===== src/rtl/npu_pkg.sv =====
// Shared NPU definitions: default partial-sum width, collector FSM encodings
// and the lane-slice macro used to address one PSUM_W lane of a packed row.
`ifndef NPU_LANE
`define NPU_LANE(j, w) ((j)*(w)) +: (w)
`endif

package npu_pkg;

  localparam int unsigned PSUM_W_DEF = 24;

  localparam logic [1:0] ST_IDLE  = 2'd0;
  localparam logic [1:0] ST_RUN   = 2'd1;
  localparam logic [1:0] ST_DRAIN = 2'd2;

endpackage


===== src/rtl/psum_fifo.sv =====
// Single-clock synchronous FIFO for packed psum rows.
// Ports: clk, rst (sync, active-high); push/din write the tail when not full;
//   pop drops the head when not empty; dout = head row; full/empty/count status.
// A push while full is dropped, so push+pop on a full FIFO acts as a pop only.
module psum_fifo
  import npu_pkg::*;
#(
  parameter  int unsigned WIDTH = 96,
  parameter  int unsigned DEPTH = 4,
  localparam int unsigned AW    = $clog2(DEPTH),
  localparam int unsigned QW    = $clog2(DEPTH + 1)
) (
  input  logic             clk,
  input  logic             rst,
  input  logic             push,
  input  logic [WIDTH-1:0] din,
  input  logic             pop,
  output logic [WIDTH-1:0] dout,
  output logic             full,
  output logic             empty,
  output logic [QW-1:0]    count
);

  logic [WIDTH-1:0] mem_q [DEPTH];
  logic [WIDTH-1:0] mem_d [DEPTH];
  logic [AW-1:0]    wr_q, wr_d, rd_q, rd_d;
  logic [QW-1:0]    cnt_q, cnt_d;
  logic             do_push, do_pop;

  // Pointer/count update; power-of-two depth makes pointers wrap naturally.
  always_comb begin
    mem_d   = mem_q;
    wr_d    = wr_q;
    rd_d    = rd_q;
    cnt_d   = cnt_q;
    full    = (cnt_q == QW'(DEPTH));
    empty   = (cnt_q == '0);
    do_push = push && !full;
    do_pop  = pop && !empty;
    if (do_push) begin
      mem_d[wr_q] = din;
      wr_d        = wr_q + AW'(1);
    end
    if (do_pop) begin
      rd_d = rd_q + AW'(1);
    end
    case ({do_push, do_pop})
      2'b10:   cnt_d = cnt_q + QW'(1);
      2'b01:   cnt_d = cnt_q - QW'(1);
      default: cnt_d = cnt_q;
    endcase
  end

  always_ff @(posedge clk) begin
    if (rst) begin
      mem_q <= '{default: '0};
      wr_q  <= '0;
      rd_q  <= '0;
      cnt_q <= '0;
    end else begin
      mem_q <= mem_d;
      wr_q  <= wr_d;
      rd_q  <= rd_d;
      cnt_q <= cnt_d;
    end
  end

  assign dout  = mem_q[rd_q];
  assign count = cnt_q;

endmodule


===== src/rtl/psum_collector.sv =====
// Drain-side collector for a COLS-wide systolic array: de-skews the bottom-edge
// c_out lanes, packs aligned rows into a FIFO, offers them via valid/ready and
// holds the array while the FIFO is full. Aggregates per-tile error flags.
// Ports: clk, rst (sync, active-high); start/k_len launch a tile; psum_in/err_in
//   from the array; hold back to the array; out_valid/out_ready/out_data row
//   stream; busy, done (one-cycle completion pulse), tile_err (sticky per tile).
// Build option: define PSUM_RELU_EN to clamp negative lanes to 0 on push.
module psum_collector
  import npu_pkg::*;
#(
  parameter  int unsigned COLS   = 4,
  parameter  int unsigned ROWS   = 4,
  parameter  int unsigned PSUM_W = PSUM_W_DEF,
  parameter  int unsigned DEPTH  = 4,
  parameter  int unsigned CNT_W  = 8,
  localparam int unsigned DW     = COLS * PSUM_W
) (
  input  logic             clk,
  input  logic             rst,
  input  logic             start,
  input  logic [CNT_W-1:0] k_len,
  input  logic [DW-1:0]    psum_in,
  input  logic [COLS-1:0]  err_in,
  output logic             hold,
  output logic             out_valid,
  input  logic             out_ready,
  output logic [DW-1:0]    out_data,
  output logic             busy,
  output logic             done,
  output logic             tile_err
);

  // One spare bit so k_len + COLS + ROWS never wraps.
  localparam int unsigned CTR_W = CNT_W + 1;
  localparam int unsigned QW    = $clog2(DEPTH + 1);

  logic [1:0]        state_q, state_d;
  logic [CTR_W-1:0]  cnt_q, cnt_d;
  logic [CNT_W-1:0]  klen_q, klen_d;
  logic              err_q, err_d;
  logic [PSUM_W-1:0] skew_q [COLS][COLS-1];
  logic [PSUM_W-1:0] skew_d [COLS][COLS-1];
  logic [PSUM_W-1:0] tap    [COLS][COLS];
  logic [PSUM_W-1:0] lane;
  logic [CTR_W-1:0]  row_lo, row_hi, col_lo;
  logic [COLS-1:0]   err_win;
  logic [DW-1:0]     row;
  logic              push;
  logic              fifo_full, fifo_empty;
  logic [QW-1:0]     fifo_count;

  // tap[j][s] = lane j delayed by s advancing cycles.
  always_comb begin
    for (int j = 0; j < COLS; j++) begin
      tap[j][0] = psum_in[`NPU_LANE(j, PSUM_W)];
      for (int s = 1; s < COLS; s++) begin
        tap[j][s] = skew_q[j][s-1];
      end
    end
  end

  // Next-state, alignment, push and error accumulation.
  always_comb begin
    state_d = state_q;
    cnt_d   = cnt_q;
    klen_d  = klen_q;
    err_d   = err_q;
    skew_d  = skew_q;
    push    = 1'b0;
    row     = '0;
    lane    = '0;
    col_lo  = '0;
    err_win = '0;
    row_lo  = CTR_W'(klen_q) + CTR_W'(COLS - 1);
    row_hi  = row_lo + CTR_W'(ROWS - 1);

    for (int j = 0; j < COLS; j++) begin
      lane = tap[j][COLS-1-j];
`ifdef PSUM_RELU_EN
      if (lane[PSUM_W-1]) begin
        lane = '0;
      end
`endif
      row[`NPU_LANE(j, PSUM_W)] = lane;
      // Column j carries tile data for counter in [k_len+j, k_len+j+ROWS-1].
      col_lo     = CTR_W'(klen_q) + CTR_W'(j);
      err_win[j] = err_in[j] && (cnt_q >= col_lo) && (cnt_q <= col_lo + CTR_W'(ROWS - 1));
    end

    case (state_q)
      ST_IDLE: begin
        if (start) begin
          state_d = ST_RUN;
          klen_d  = (k_len == '0) ? CNT_W'(1) : k_len;
          cnt_d   = '0;
          err_d   = 1'b0;
        end
      end
      ST_RUN: begin
        // Everything freezes with the array while the FIFO is full.
        if (!fifo_full) begin
          cnt_d = cnt_q + CTR_W'(1);
          err_d = err_q | (|err_win);
          for (int j = 0; j < COLS; j++) begin
            for (int s = 0; s < COLS - 1; s++) begin
              skew_d[j][s] = tap[j][s];
            end
          end
          if ((cnt_q >= row_lo) && (cnt_q <= row_hi)) begin
            push = 1'b1;
            if (cnt_q == row_hi) begin
              state_d = ST_DRAIN;
            end
          end
        end
      end
      ST_DRAIN: begin
        if (fifo_empty) begin
          state_d = ST_IDLE;
        end
      end
      default: state_d = ST_IDLE;
    endcase
  end

  always_ff @(posedge clk) begin
    if (rst) begin
      state_q <= ST_IDLE;
      cnt_q   <= '0;
      klen_q  <= '0;
      err_q   <= 1'b0;
      skew_q  <= '{default: '0};
    end else begin
      state_q <= state_d;
      cnt_q   <= cnt_d;
      klen_q  <= klen_d;
      err_q   <= err_d;
      skew_q  <= skew_d;
    end
  end

  psum_fifo #(
    .WIDTH (DW),
    .DEPTH (DEPTH)
  ) u_fifo (
    .clk   (clk),
    .rst   (rst),
    .push  (push),
    .din   (row),
    .pop   (out_ready),
    .dout  (out_data),
    .full  (fifo_full),
    .empty (fifo_empty),
    .count (fifo_count)
  );

  assign hold      = fifo_full;
  assign out_valid = (fifo_count != '0);
  assign busy      = (state_q != ST_IDLE);
  assign done      = (state_q == ST_DRAIN) && fifo_empty;
  assign tile_err  = err_q;

endmodule


===== config.mk =====
export PLATFORM = sky130hd
export DESIGN_NAME = psum_collector
export DESIGN_NICKNAME = d
export VERILOG_FILES = /design/src/rtl/npu_pkg.sv /design/src/rtl/psum_fifo.sv /design/src/rtl/psum_collector.sv
export SDC_FILE = /design/constraint.sdc
export NUM_CORES = 1
export LEC_CHECK = 0
export ABC_AREA = 1
export BUFFER_PORTS_ARGS = -buffer_cell sky130_fd_sc_hd__buf_2
export CORE_ASPECT_RATIO = 1.5
export CORE_UTILIZATION = 29
export DETAILED_ROUTE_END_ITERATION = 8
export PLACE_DENSITY = 0.5
export SYNTH_ARGS = -nofsm -noshare
export SYNTH_HDL_FRONTEND = slang
export SYNTH_SLANG_ARGS = --single-unit

===== constraint.sdc =====
create_clock -name clk -period 4.4 [get_ports clk]
set_input_delay 0.44 -clock clk [delete_from_list [all_inputs] [get_ports clk]]
set_output_delay 0.44 -clock clk [all_outputs]
set_load 0.005 [all_outputs]

[Yosys cells after proc, flatten, opt, wreduce, memory -nomap -nowiden]
Index checks and enable logic that the tools add are counted.
Operators by class
  equal/unequal tests: 11
  bitwise gates (word level): 4
  multiplexer cells: 23
  add/subtract/negate cells: 11
  $lt $le $gt $ge: 11
  reduce and logical (&&, ||, !) cells: 27
Operator list (number)
  384-bit bitwise mux: 1
  96-bit 2-to-1 mux: 3
  96-bit binary-select mux with 2-bit select: 1
  96-bit demux with 2-bit select: 1
  9-bit less-or-equal comparator: 4
  9-bit by 2-bit adder with 9-bit output, second input constant: 3
  9-bit >= comparator: 3
  8-bit by 2-bit adder with 9-bit output, second input constant: 2
  9-bit 2-to-1 mux: 2
  9-bit case mux with 2 select lines: 1
  1-bit logical AND: 13
  2-bit 2-to-1 mux: 5
  2-bit != test, second input constant: 5
  8-bit by 1-bit adder with 9-bit output, second input constant: 1
  9-bit by 1-bit adder with 9-bit output, second input constant: 1
  9-bit == test: 1
  9-bit by 8-bit >= comparator with 1-bit output: 1
  8-bit zero test: 1
  8-bit 2-to-1 mux: 1
  3-bit >= comparator, second input constant: 2
  2-bit NOT with 3-bit output: 2
  2-bit case mux with 3 select lines: 1
  3-bit case mux with 2 select lines: 1
  2-bit nonzero test: 3
  other kinds (19): 28
Storage, ports and cells
  logic and storage cells: 104
  bits in registers: 555
  output and inout bits: 101

[Logic depth before layout (Yosys ltp)]
Gate-level depths: netlist of run 1.
  word-level depth: 10
  depth in mapped cells: 26

[Cells and area by module]
From an unflattened synthesis of run 1, not the netlist that was laid out.
Second synthesis, totals
  cells, all modules: 4738
  area, all modules: 30008.8 um2
Modules (own cells, without submodules)
  psum_fifo: instances 1, area an instance 21862.2 um2, cells each 3602, seq. area each 7827.5 um2
  psum_collector: instances 1, area an instance 8146.6 um2, cells each 1136, seq. area each 3283.1 um2

[Worst setup path before layout of run 1]
OpenSTA, ideal clock, no wires.
  path kind: register to register
  start point: register klen_q[0]
  end point: register u_fifo.cnt_q[2] (netlist: u_fifo.count[2])
  data arrival time: 3616 ps
  clock period less this slack: 3738 ps
  slack: 662 ps
  cell stages (with the launch flop): 26
  path through: dfxtp_1 > buf_2 > inv_1 > ha_1 > nor2_1 > xor2_1 > nor2_1 > nand2_1 > nor2_1 > xor2_1 > ha_1 > nand2_1 > nor2_1 > nand3_1 > nand3_1 > nand2_2 > nand2_1 > inv_1 > nand2_1 > ha_1 > inv_1 > fa_1 > a21oi_1 > o21ai_0 > o21ai_0 > a21oi_1
On the way
  longest elaborated chain between the ends: 10
  elaborated cells on any way between the ends: 13
  those cells by class: 2 x add/sub; 2 x order compare; 2 x eq/ne; 4 x mux; 3 x reduce/logical
RTL lines
  start, declared: RTL line psum_collector.sv:39  | logic [CNT_W-1:0] klen_q, klen_d;
  start signal, assigned: RTL line psum_collector.sv:136  | klen_q <= klen_d;
  8-bit by 2-bit adder with 9-bit output *: RTL line psum_collector.sv:74  | row_lo = CTR_W'(klen_q) + CTR_W'(COLS - 1);
  9-bit by 2-bit adder with 9-bit output: RTL line psum_collector.sv:75  | row_hi = row_lo + CTR_W'(ROWS - 1);
  9-bit less-or-equal comparator: RTL line psum_collector.sv:109  | if ((cnt_q >= row_lo) && (cnt_q <= row_hi)) begin
  1-bit logical AND *: RTL line psum_collector.sv:109
  1-bit 2-to-1 mux *: RTL line psum_collector.sv:109
  1-bit 2-to-1 mux *: RTL line psum_collector.sv:101  | if (!fifo_full) begin
  1-bit 2-to-1 mux *: RTL line psum_collector.sv:90  | case (state_q)
  1-bit logical AND *: RTL line psum_fifo.sv:38  | do_push = push && !full;
  2-bit by 1-bit == test with 1-bit output or 2-bit == test (tied branches): RTL line psum_fifo.sv:47  | case ({do_push, do_pop})
  3-bit case mux with 2 select lines or 2-bit nonzero test (tied branches)
  end signal, assigned: RTL line psum_fifo.sv:64  | cnt_q <= cnt_d;
  end, declared: RTL line psum_fifo.sv:27  | logic [QW-1:0] cnt_q, cnt_d;
Mark *: on every way between the ends. The rest lies on a longest branch, timed or not.
A chain may end at the register's enable or synchronous reset.

[Worst setup path in the final report of run 1]
  start point: register klen_q[1]
  end point: register u_fifo.cnt_q[2] (netlist: u_fifo.count[2])
Same word-level chain as after synthesis.

==> metrics.txt, run 1 <==
clock buffer depth 3; GRT overflow 0; CP Capture Type register; top_reg_cell synth dfxtp_1; Sw Ratio 0.258; P_int 8.52 mW; Synthesized Nets ~4,300; r2r setup slk between 0.5 and 0.6 ns; vias in the first global route 22,600; first drt pass iteration count 5; area share of the largest cell type after synthesis 0.420; CTS tree yes; drt total wl 75,000 um; # diodes 0; Clk network pwr share 0.458; Static Leakage 16.0 nW; Syn Area/Cell between 6 and 7 um2; CTS Buf Count 59; Worst EP required roughly 5 ns; Clk Latency, worst-skew pair 0.65 ns; Cell Pwr Density approximately 370 mW/mm2; kind of critical path reg -> reg; reg2reg end u_fifo.count[2]; Mapped Cells approximately 4,000; number of synthesized register bits 555; Clk pin slew, worst setup/hold paths around 0.070 ns; Worst-Margin Slew ~0.9 ns; die height between 300 and 400 um; Initial Util 0.293; CP arrival around 4.4 ns; post-synth cell types 35; CP endpoint u_fifo.count[2]; switching power 2.96 mW; H-tree level count 2; Worst setup startpoint klen_q[1]; Mapped Area between 0.02 and 0.03 mm2; synth warn 0; largest net degree at the start of global routing between 100 and 150; Avg WL per Cell around 14 um; worst hold start psum_in[68]; Gate power share 0.079; Fillers slightly below 10,000; Final Hold Viols 0; gr usage total 0.161; Core ar. 0.0904 mm2; DP HPWL between 40,000 and 50,000 um; Layout area overhead 15.8%; R2R Path Start klen_q[1]; Post-synth EDFFs 0; Hold WC Path Type in -> reg; root buffer cell clkbuf_16; unrepaired setup endpoints after global routing false; Iteration-0 DRC Markers about 1,200; synth top area cells dfxtp_1 42%, nor2_1 16%, nand2_1 14%; Ports 213; initial antenna violation count 1; crit path time final approximately 3.9 ns; max_cap viols 0; number of vias per cell between 4 and 5; crit-path max FO 8; worst r2r path cells 26; Final Cell Area 0.0306 mm2; achievable frequency 260 MHz; Slew Limit Fails 0; cell type with the highest aggregate area in the netlist dfxtp_1; Sink Count around 560; die area 0.0925 mm2; GP Congestion approximately 0.85; DR vias approximately 24,000; fin crit share 0.876; endpoints failing setup 0; share of layout cells above drive strength 1 0.0914; Startpoint Class register; Buffers on Ports 212; status completed; Setup Skew around 0.023 ns; setup TNS 0 ns; nets ~4,400; Area after DPL about 0.028 mm2; FP Rows ~140; chip width between 200 and 250 um; sequential share of power 0.463; DRC 0; sequential area share after synthesis 0.420; antenna-violating nets left 0; async set-reset flop share out of synthesis 0; first-pass GRT wire length 121,000 um; Max-slew headroom 0.410; VDD IR max 0.292 mV; PnR Total Power around 11 mW
[area by class of cell]
| cell class | instances | area (um2) | share of cell area |
|---|---|---|---|
| multi-input cells | 2855 | 12400 | 0.405 |
| flip-flops and latches | 555 | 11100 | 0.363 |
| repair buffers | 279 | 1880 | 0.0614 |
| inverters | 457 | 1740 | 0.0568 |
| clock buffers | 83 | 1690 | 0.0551 |
| well taps | 1164 | 1460 | 0.0475 |
| clock inverters | 27 | 337 | 0.0110 |
[kinds of logic after synthesis]
logic type               share of synthesized area
AO/OA/AOI/OAI                                0.115
XOR/XNOR                                   0.00989
adder cells (fa/ha/maj)                     0.0334
buffers and inverters                        0.112
flip-flops                                   0.420
AND/OR/NAND/NOR                              0.309
[how the worst min path moves through the flow]
stage | to | slack [ns] | cells past startpoint
after CTS | skew_q[207] | 0.00007 | 3
after detailed placement | skew_q[208] | 0.46 | 2
final | row[68] | 0.05 | 3
after global routing | skew_q[279] | 0.03 | 3
after floorplan | cnt_q[0] | 0.45 | 1
after global placement | skew_q[274] | 0.46 | 2
[sequential cells by signal, summed over array words and instances, names as in the netlist]
signal        count
u_fifo.mem_q    384
row              72
skew_q           72
cnt_q             9
klen_q            8
u_fifo.count      3
state_q           2
u_fifo.rd_q       2
u_fifo.wr_q       2
tile_err          1
[per-stage QoR]
step	hold slack (ns)	util	std cells	setup WS (ns)
floorplan	0.447	-	4110	0.662
global route	0.0263	0.339	5420	0.0335
CTS	0.0000661	0.339	5419	0.182
detailed placement	0.464	0.315	5298	0.213
global placement	0.456	0.315	5298	0.152
finish	0.0517	0.339	5420	0.547
[power groups by stage]
| stage | clock network, mW | logic, mW | registers (mW) |
|---|---|---|---|
| final | 5.26 | 0.902 | 5.32 |
| after global routing | 5.66 | 1.03 | 5.34 |
| after CTS | 5.48 | 0.918 | 5.32 |
| after detailed placement | 0 | 0.908 | 5.43 |
| after global placement | 0 | 0.902 | 5.43 |
| after floorplan | 0 | 0.597 | 5.38 |
[Yosys cell counts (5+ instances only)]
cell type / count
xnor2_1: 12
buf_2: 68
clkbuf_1: 132
dfxtp_1: 555
a21oi_1: 328
buf_4: 16
inv_1: 451
nor3_1: 8
nand3_1: 28
ha_1: 69
nand2_1: 992
o21ai_0: 266
nor2_1: 1105
xor2_1: 16
inv_2: 5
buf_6: 26
nand4_1: 10
[critical path, stage by stage, from the launching register on]
cell and delay (ns):
dfxtp_4 0.37, inv_1 0.15, ha_1 0.20, nand2_1 0.06, nand2_1 0.14, xor2_2 0.18, nand2_1 0.11, nor2_1 0.11
nand2_1 0.09, o31ai_1 0.20, inv_1 0.07, ha_1 0.29, nand2_1 0.08, nor2_2 0.14, nand3_1 0.09, nand3_1 0.10
nand2_2 0.10, nand2_1 0.07, inv_1 0.07, nand2_1 0.10, ha_1 0.16, inv_1 0.06, fa_1 0.37, a21oi_1 0.14
o21ai_0 0.11, o21ai_1 0.13, a21oi_1 0.05
[routing by layer]
metal	vias up	GRT usage	share of wire
li1	12700	-	-
met2	332	0.288	0.48
met4	0	0.0455	0.024
met1	10700	0.200	0.46
met5	-	0	0
met3	94	0.0227	0.035
[cell usage in the layout, fill, tap and decap left out, drive strengths merged]
cell type	n
ha	69
clkinv	16
nor3	8
nand3b	1
o31ai	1
nor2	1107
nand4	11
nand2	993
o21a	2
dfxtp	555
clkinvlp	3
nor3b	1
a21o	2
or2	2
xnor2	12
bufinv	6
a21oi	329
nor4	1
clkbuf	83
inv	459
fa	1
o21ai	266
nand3	28
a211oi	2
xor2	17
dlygate4sd3	11
o211ai	1
a32o	1
buf	268
[timing repair]
item,4_1_cts,5_1_grt
hold buffers,11,0
resized for setup,0,9
hold endpoints to repair,11,0
setup endpoints to repair,0,4
buffers inserted,0,1
Note: power is estimated with default switching activity, not from simulation.
==> run 2, diff against run 1 <==
--- a/config.mk
+++ b/config.mk
@@ -11,6 +11,7 @@
 export CORE_UTILIZATION = 29
 export DETAILED_ROUTE_END_ITERATION = 8
 export PLACE_DENSITY = 0.5
+export SKIP_CTS_REPAIR_TIMING = 1
 export SYNTH_ARGS = -nofsm -noshare
 export SYNTH_HDL_FRONTEND = slang
 export SYNTH_SLANG_ARGS = --single-unit
==> constraint.sdc (replaced) <==
create_clock -name clk -period 3.86 [get_ports clk]
set_input_delay 0.386 -clock clk [delete_from_list [all_inputs] [get_ports clk]]
set_output_delay 0.386 -clock clk [all_outputs]
set_load 0.005 [all_outputs]
==> run 2 against run 1 <==
Net effect:
- critical endpoint unchanged
- total power is 17% higher
- critical path depth stayed put
- combinational power is 19% higher
- utilization increased by 0.54 points
- via count increased by 0.56%
- global-route usage up 0.12 points
- clock power grew 19%
- critical path type unchanged
- register-to-register slack worse by 0.22 ns
- non-clock buffer count rose by 39
- sequential power up 14%
- maximum frequency grew 9.0%
- the run now ends with negative hold slack left
- clock skew increased by 0.0012 ns
==> metrics.txt, run 2 (synthesized netlist as in run 1, its figures left out) <==
Iteration-0 DRC Markers 1,118 (-4.0%); die height 372 um (unchanged); CP arrival 4.06 ns (-0.32 ns); Startpoint Class register; initial antenna violation count 2 (+1); root buffer cell clkbuf_16; achievable frequency 283 MHz (+9.0%); nets 4,429 (+0.91%); Fin Hold WS -0.0200 ns (-0.0716 ns); Static Leakage 16.3 nW (+1.8%); clock buffer depth 3 (unchanged); Cells after DPL 5,338 (+0.76%); DR vias 23,900 (+0.56%); max FFs per register 384 (unchanged); kind of critical path reg -> reg; DP HPWL 47,500 um (+2.4%); Worst EP required 4.39 ns (-0.54 ns); number of vias per cell 4.38 (-0.16%); violated checks negative hold slack; Ports 213 (unchanged); max_cap viols 0 (unchanged); drt total wl 75,400 um (+0.49%); VDD IR max 0.376 mV (+29%); GRT overflow 0 (unchanged); H-tree level count 2 (unchanged); FP Rows 135 (unchanged); worst r2r path cells 26 (unchanged); die area 0.0925 mm2 (unchanged); first drt pass iteration count 4 (-1); Cell Pwr Density 430 mW/mm2 (+15%); chip width 249 um (unchanged); Avg WL per Cell 13.8 um (-0.23%); Buffers on Ports 212 (unchanged); Fillers 9,802 (-1.2%); share of layout cells above drive strength 1 0.101 (+0.00921); Core ar. 0.0904 mm2 (unchanged); Biggest register u_fifo.mem_q; GP Congestion 0.824 (-2.9%); worst hold stages 3 (unchanged); first-pass GRT wire length 122,000 um (+0.37%); largest net degree at the start of global routing 148 (unchanged); Worst-Margin Slew 0.897 ns (+0.0111 ns); crit path time final 3.53 ns (-0.319 ns); DRC 0 (unchanged); Clk Latency, worst-skew pair 0.65 ns (about the same); Hold WC Path Type in -> reg; gr usage total 0.162 (+0.00123); Setup Skew 0.0239 ns (+0.00123 ns); Clk pin slew, worst setup/hold paths 0.06 ns (about the same); Initial Util 0.293 (unchanged); endpoints failing setup 0 (unchanged); most frequent cells in the layout 1,103 x nor2_1, 990 x nand2_1, 553 x dfxtp_1, 450 x inv_1, 328 x a21oi_1; Layout area overhead 17.6%; status complete, but fails checks; CP Capture Type register; fin crit share 0.916 (+0.0399); Max-slew headroom 0.402 (-0.00742); Final Hold Viols 9 (+9); CTS tree yes; PnR Total Power 13.4 mW (+17%); Sink Count 555 (unchanged); vias in the first global route 22,500 (-0.51%); antenna-violating nets left 0 (unchanged); Slew Limit Fails 0 (unchanged); crit-path max FO 4 (-4); most common cell after layout, fill and taps aside nor2_1; CTS Buf Count 60 (+1.7%); fin cells 5,459 (+0.72%)
## run 2: metrics by stage
stage / TNS (ns) / hold slack, ns / worst slack, ns / util / cell area [um2]
final: 0 / -0.0200 / 0.326 / 0.344 / 31100
after global routing: -0.00563 / 0.00282 / -0.00563 / 0.344 / 31100
after CTS: 0 / -0.0788 / 0.162 / 0.343 / 31000
after detailed placement: 0 / 0.465 / 0.175 / 0.319 / 28900
after global placement: 0 / 0.456 / 0.114 / 0.319 / 28900
after floorplan: 0 / 0.447 / 0.122 / - / 26500
## run 2: path summary, 6_finish.rpt
path                     from               to  slack (ns)
setup / recovery    klen_q[1]  u_fifo.count[2]        0.33
setup reg to reg    klen_q[1]  u_fifo.count[2]        0.33
hold reg to reg   skew_q[269]      skew_q[269]        0.47
hold / removal     psum_in[9]      skew_q[273]       -0.02
## run 2: final cells by class
class | instances | area, um2 | area share
antenna | 1 | 2.50 | 0.0000804
sequential | 555 | 11100 | 0.357
timing repair buffer | 318 | 2270 | 0.0730
tap | 1164 | 1460 | 0.0468
multi-input combinational | 2855 | 12400 | 0.399
inverter | 457 | 1740 | 0.0559
clock buffer | 80 | 1700 | 0.0545
clock inverter | 29 | 427 | 0.0137
## run 2: worst max-delay path, cell delays in order, from the launching register on
cell and delay [ns]:
dfxtp_2 0.35, inv_1 0.09, ha_1 0.22, nand2_1 0.08
nand2_2 0.08, xor2_2 0.17, nand2_1 0.08, nor2_1 0.09
nand2_1 0.09, o31ai_1 0.23, inv_1 0.06, ha_1 0.29
nand2_1 0.08, nor2_2 0.14, nand3_2 0.08, nand3_2 0.08
nand2_2 0.05, nand2_1 0.05, inv_1 0.05, nand2_1 0.08
ha_1 0.14, inv_1 0.06, fa_1 0.37, a21oi_1 0.14
o21ai_1 0.09, o21ai_1 0.12, a21oi_1 0.05
## run 2: layer usage
layer,vias up,share of wire,global-route usage
met5,-,0,0
li1,12800,-,-
met1,10700,0.46,0.198
met4,0,0.025,0.0495
met3,102,0.033,0.0228
met2,320,0.48,0.293
## run 2: report_power, final
part           internal, mW  total [mW]  leakage [nW]  switching, mW
Clock                  3.69        6.26          1.05           2.57
Sequential             5.90        6.06          4.50          0.161
Combinational         0.379        1.07          10.7          0.687
Total                  9.97        13.4          16.3           3.42
==> run 3, diff against run 2 <==
==> constraint.sdc (replaced) <==
create_clock -name clk -period 4.55 [get_ports clk]
set_input_delay 0.455 -clock clk [delete_from_list [all_inputs] [get_ports clk]]
set_output_delay 0.455 -clock clk [all_outputs]
set_load 0.005 [all_outputs]
==> run 3 against run 2 <==
Net effect:
- the flow now finishes without violations
- final cell count is 1.2% lower
- first-iteration DRC count is 12% higher
- clock-buffer cell count did not move
- non-clock buffer count down 62
- flip-flop and latch count stayed put
- worst setup slack gained 0.27 ns
- maximum frequency is 11% lower
- clock power is 17% lower
- largest cell class unchanged
- highest routed layer is now met5
==> metrics.txt, run 3 (synthesized netlist as in run 1, its figures left out) <==
status completed; most frequent cells in the layout 1,105 x nor2_1, 991 x nand2_1, 552 x dfxtp_1, 450 x inv_1, 328 x a21oi_1; DP HPWL 45,500 um (-4.2%); GP Congestion 0.842 (+2.3%); Clk pin slew, worst setup/hold paths 0.06 ns (about the same); Worst EP required 5.08 ns (+0.69 ns); fin cells 5,392 (-1.2%); R2R Path Start klen_q[1]; die height 372 um (unchanged); worst r2r path cells 26 (unchanged); Slew Limit Fails 0 (unchanged); Initial Util 0.293 (unchanged); setup TNS 0 ns (unchanged); Layout area overhead 14.7%; H-tree level count 2 (unchanged); antenna-violating nets left 0 (unchanged); Final Hold Viols 0 (-9); Worst-Margin Slew 0.882 ns (-0.0147 ns); Gate power share 0.077 (-0.003); Cells after DPL 5,287 (-0.96%); CP Capture Type register; initial antenna violation count 3 (+1); CP arrival 4.48 ns (+0.42 ns); Worst setup startpoint klen_q[1]; CTS Buf Count 59 (-1.7%); Clk Latency, worst-skew pair 0.64 ns (about the same); Biggest register u_fifo.mem_q; Clk network pwr share 0.463 (-0.005); P_int 8.33 mW (-16%); Core ar. 0.0904 mm2 (unchanged); r2r setup slk 0.60 ns (+0.27 ns); crit-path max FO 8 (+4); Sink Count 555 (unchanged); root buffer cell clkbuf_16; die area 0.0925 mm2 (unchanged); largest net degree at the start of global routing 148 (unchanged); worst hold stages 3 (unchanged); sequential share of power 0.460 (+0.007); max_cap viols 0 (unchanged); achievable frequency 253 MHz (-11%); worst hold start psum_in[62]; Cell Pwr Density 368 mW/mm2 (-14%); nets 4,366 (-1.4%); first-pass GRT wire length 120,000 um (-1.7%); first drt pass iteration count 5 (+1); max FFs per register 384 (unchanged); Max-slew headroom 0.412 (+0.00977); clock buffer depth 3 (unchanged); FP Rows 135 (unchanged); endpoints failing setup 0 (unchanged); CTS tree yes; vias in the first global route 22,100 (-1.8%); fin crit share 0.868 (-0.0471); GRT overflow 0 (unchanged); Sw Ratio 0.254 (-0.000694); crit path time final 3.95 ns (+0.417 ns); most common cell after layout, fill and taps aside nor2_1; switching power 2.84 mW (-17%); unrepaired setup endpoints after global routing false; Static Leakage 15.9 nW (-2.5%); gr usage total 0.160 (-0.00284); Setup Skew 0.0136 ns (-0.0103 ns); DRC 0 (unchanged); number of vias per cell 4.37 (-0.20%); share of layout cells above drive strength 1 0.0873 (-0.0133); Avg WL per Cell 13.9 um (+0.49%); drt total wl 74,800 um (-0.74%); DR vias 23,600 (-1.4%); Startpoint Class register; Hold WC Path Type in -> reg; chip width 249 um (unchanged); VDD IR max 0.305 mV (-19%); Ports 213 (unchanged); Buffers on Ports 212 (unchanged); Iteration-0 DRC Markers 1,251 (+12%); kind of critical path reg -> reg
==> run 3: cell count changes in the layout (fill, tap and decap cells not counted), sizes merged <==
cell | before | now
buf | 307 | 256
clkinvlp | 2 | 0
dlygate4sd3 | 11 | 0
bufinv | 9 | 8
clkinv | 15 | 13
==> run 3: path summary, 6_finish.rpt <==
path                                        end
worst max-delay path            u_fifo.count[2]
worst min-delay path                    row[62]
worst max register to register  u_fifo.count[2]
worst min register to register      skew_q[278]
==> run 3: through the flow <==
step | setup slack [ns] | cell area (um2) | power, mW | hold slack (ns) | utilization
floorplan | 0.812 | 26500 | 5.78 | 0.447 | -
global placement | 0.351 | 28300 | 6.11 | 0.456 | 0.313
detailed placement | 0.370 | 28300 | 6.12 | 0.464 | 0.313
CTS | 0.363 | 30300 | 11.4 | 0.0122 | 0.336
global route | 0.0112 | 30400 | 11.7 | 0.0459 | 0.336
finish | 0.599 | 30400 | 11.2 | 0.0646 | 0.336
==> run 3: layout make-up <==
type | instances | area [um2]
fill | 9971 | 60000
multi-input combinational | 2855 | 12400
sequential | 555 | 11100
inverter | 457 | 1740
clock buffer | 80 | 1680
timing repair buffer | 256 | 1590
tap | 1164 | 1460
clock inverter | 24 | 375
antenna | 1 | 2.50
==> run 3: layer usage <==
layer  track usage  part of all wire  vias up
li1              -                 -    12600
met1         0.199              0.46    10500
met2         0.284              0.48      374
met3        0.0214             0.036       91
met4        0.0472             0.025        2
met5             0           0.00027        -
==> run 3: critical path, stage by stage, from the launching register on <==
cell and delay (ns):
dfxtp_2 0.40, inv_1 0.13, ha_1 0.23, nand2_1 0.07
nand2_1 0.11, xor2_2 0.22, nand2_1 0.11, nor2_1 0.10
nand2_1 0.09, o31ai_1 0.19, inv_1 0.07, ha_1 0.29
nand2_1 0.07, nor2_1 0.16, nand3_1 0.09, nand3_1 0.10
nand2_2 0.10, nand2_1 0.08, inv_1 0.07, nand2_1 0.10
ha_1 0.15, inv_1 0.06, fa_1 0.37, a21oi_1 0.14
o21ai_0 0.11, o21ai_0 0.16, a21oi_1 0.05
==> run 3: power by group through the flow <==
stage               clock network [mW]  logic [mW]  registers [mW]
CTS                               5.38       0.877            5.14
finish                            5.18       0.858            5.14
global route                      5.54       0.984            5.16
floorplan                            0       0.577            5.20
detailed placement                   0       0.874            5.25
global placement                     0       0.870            5.25
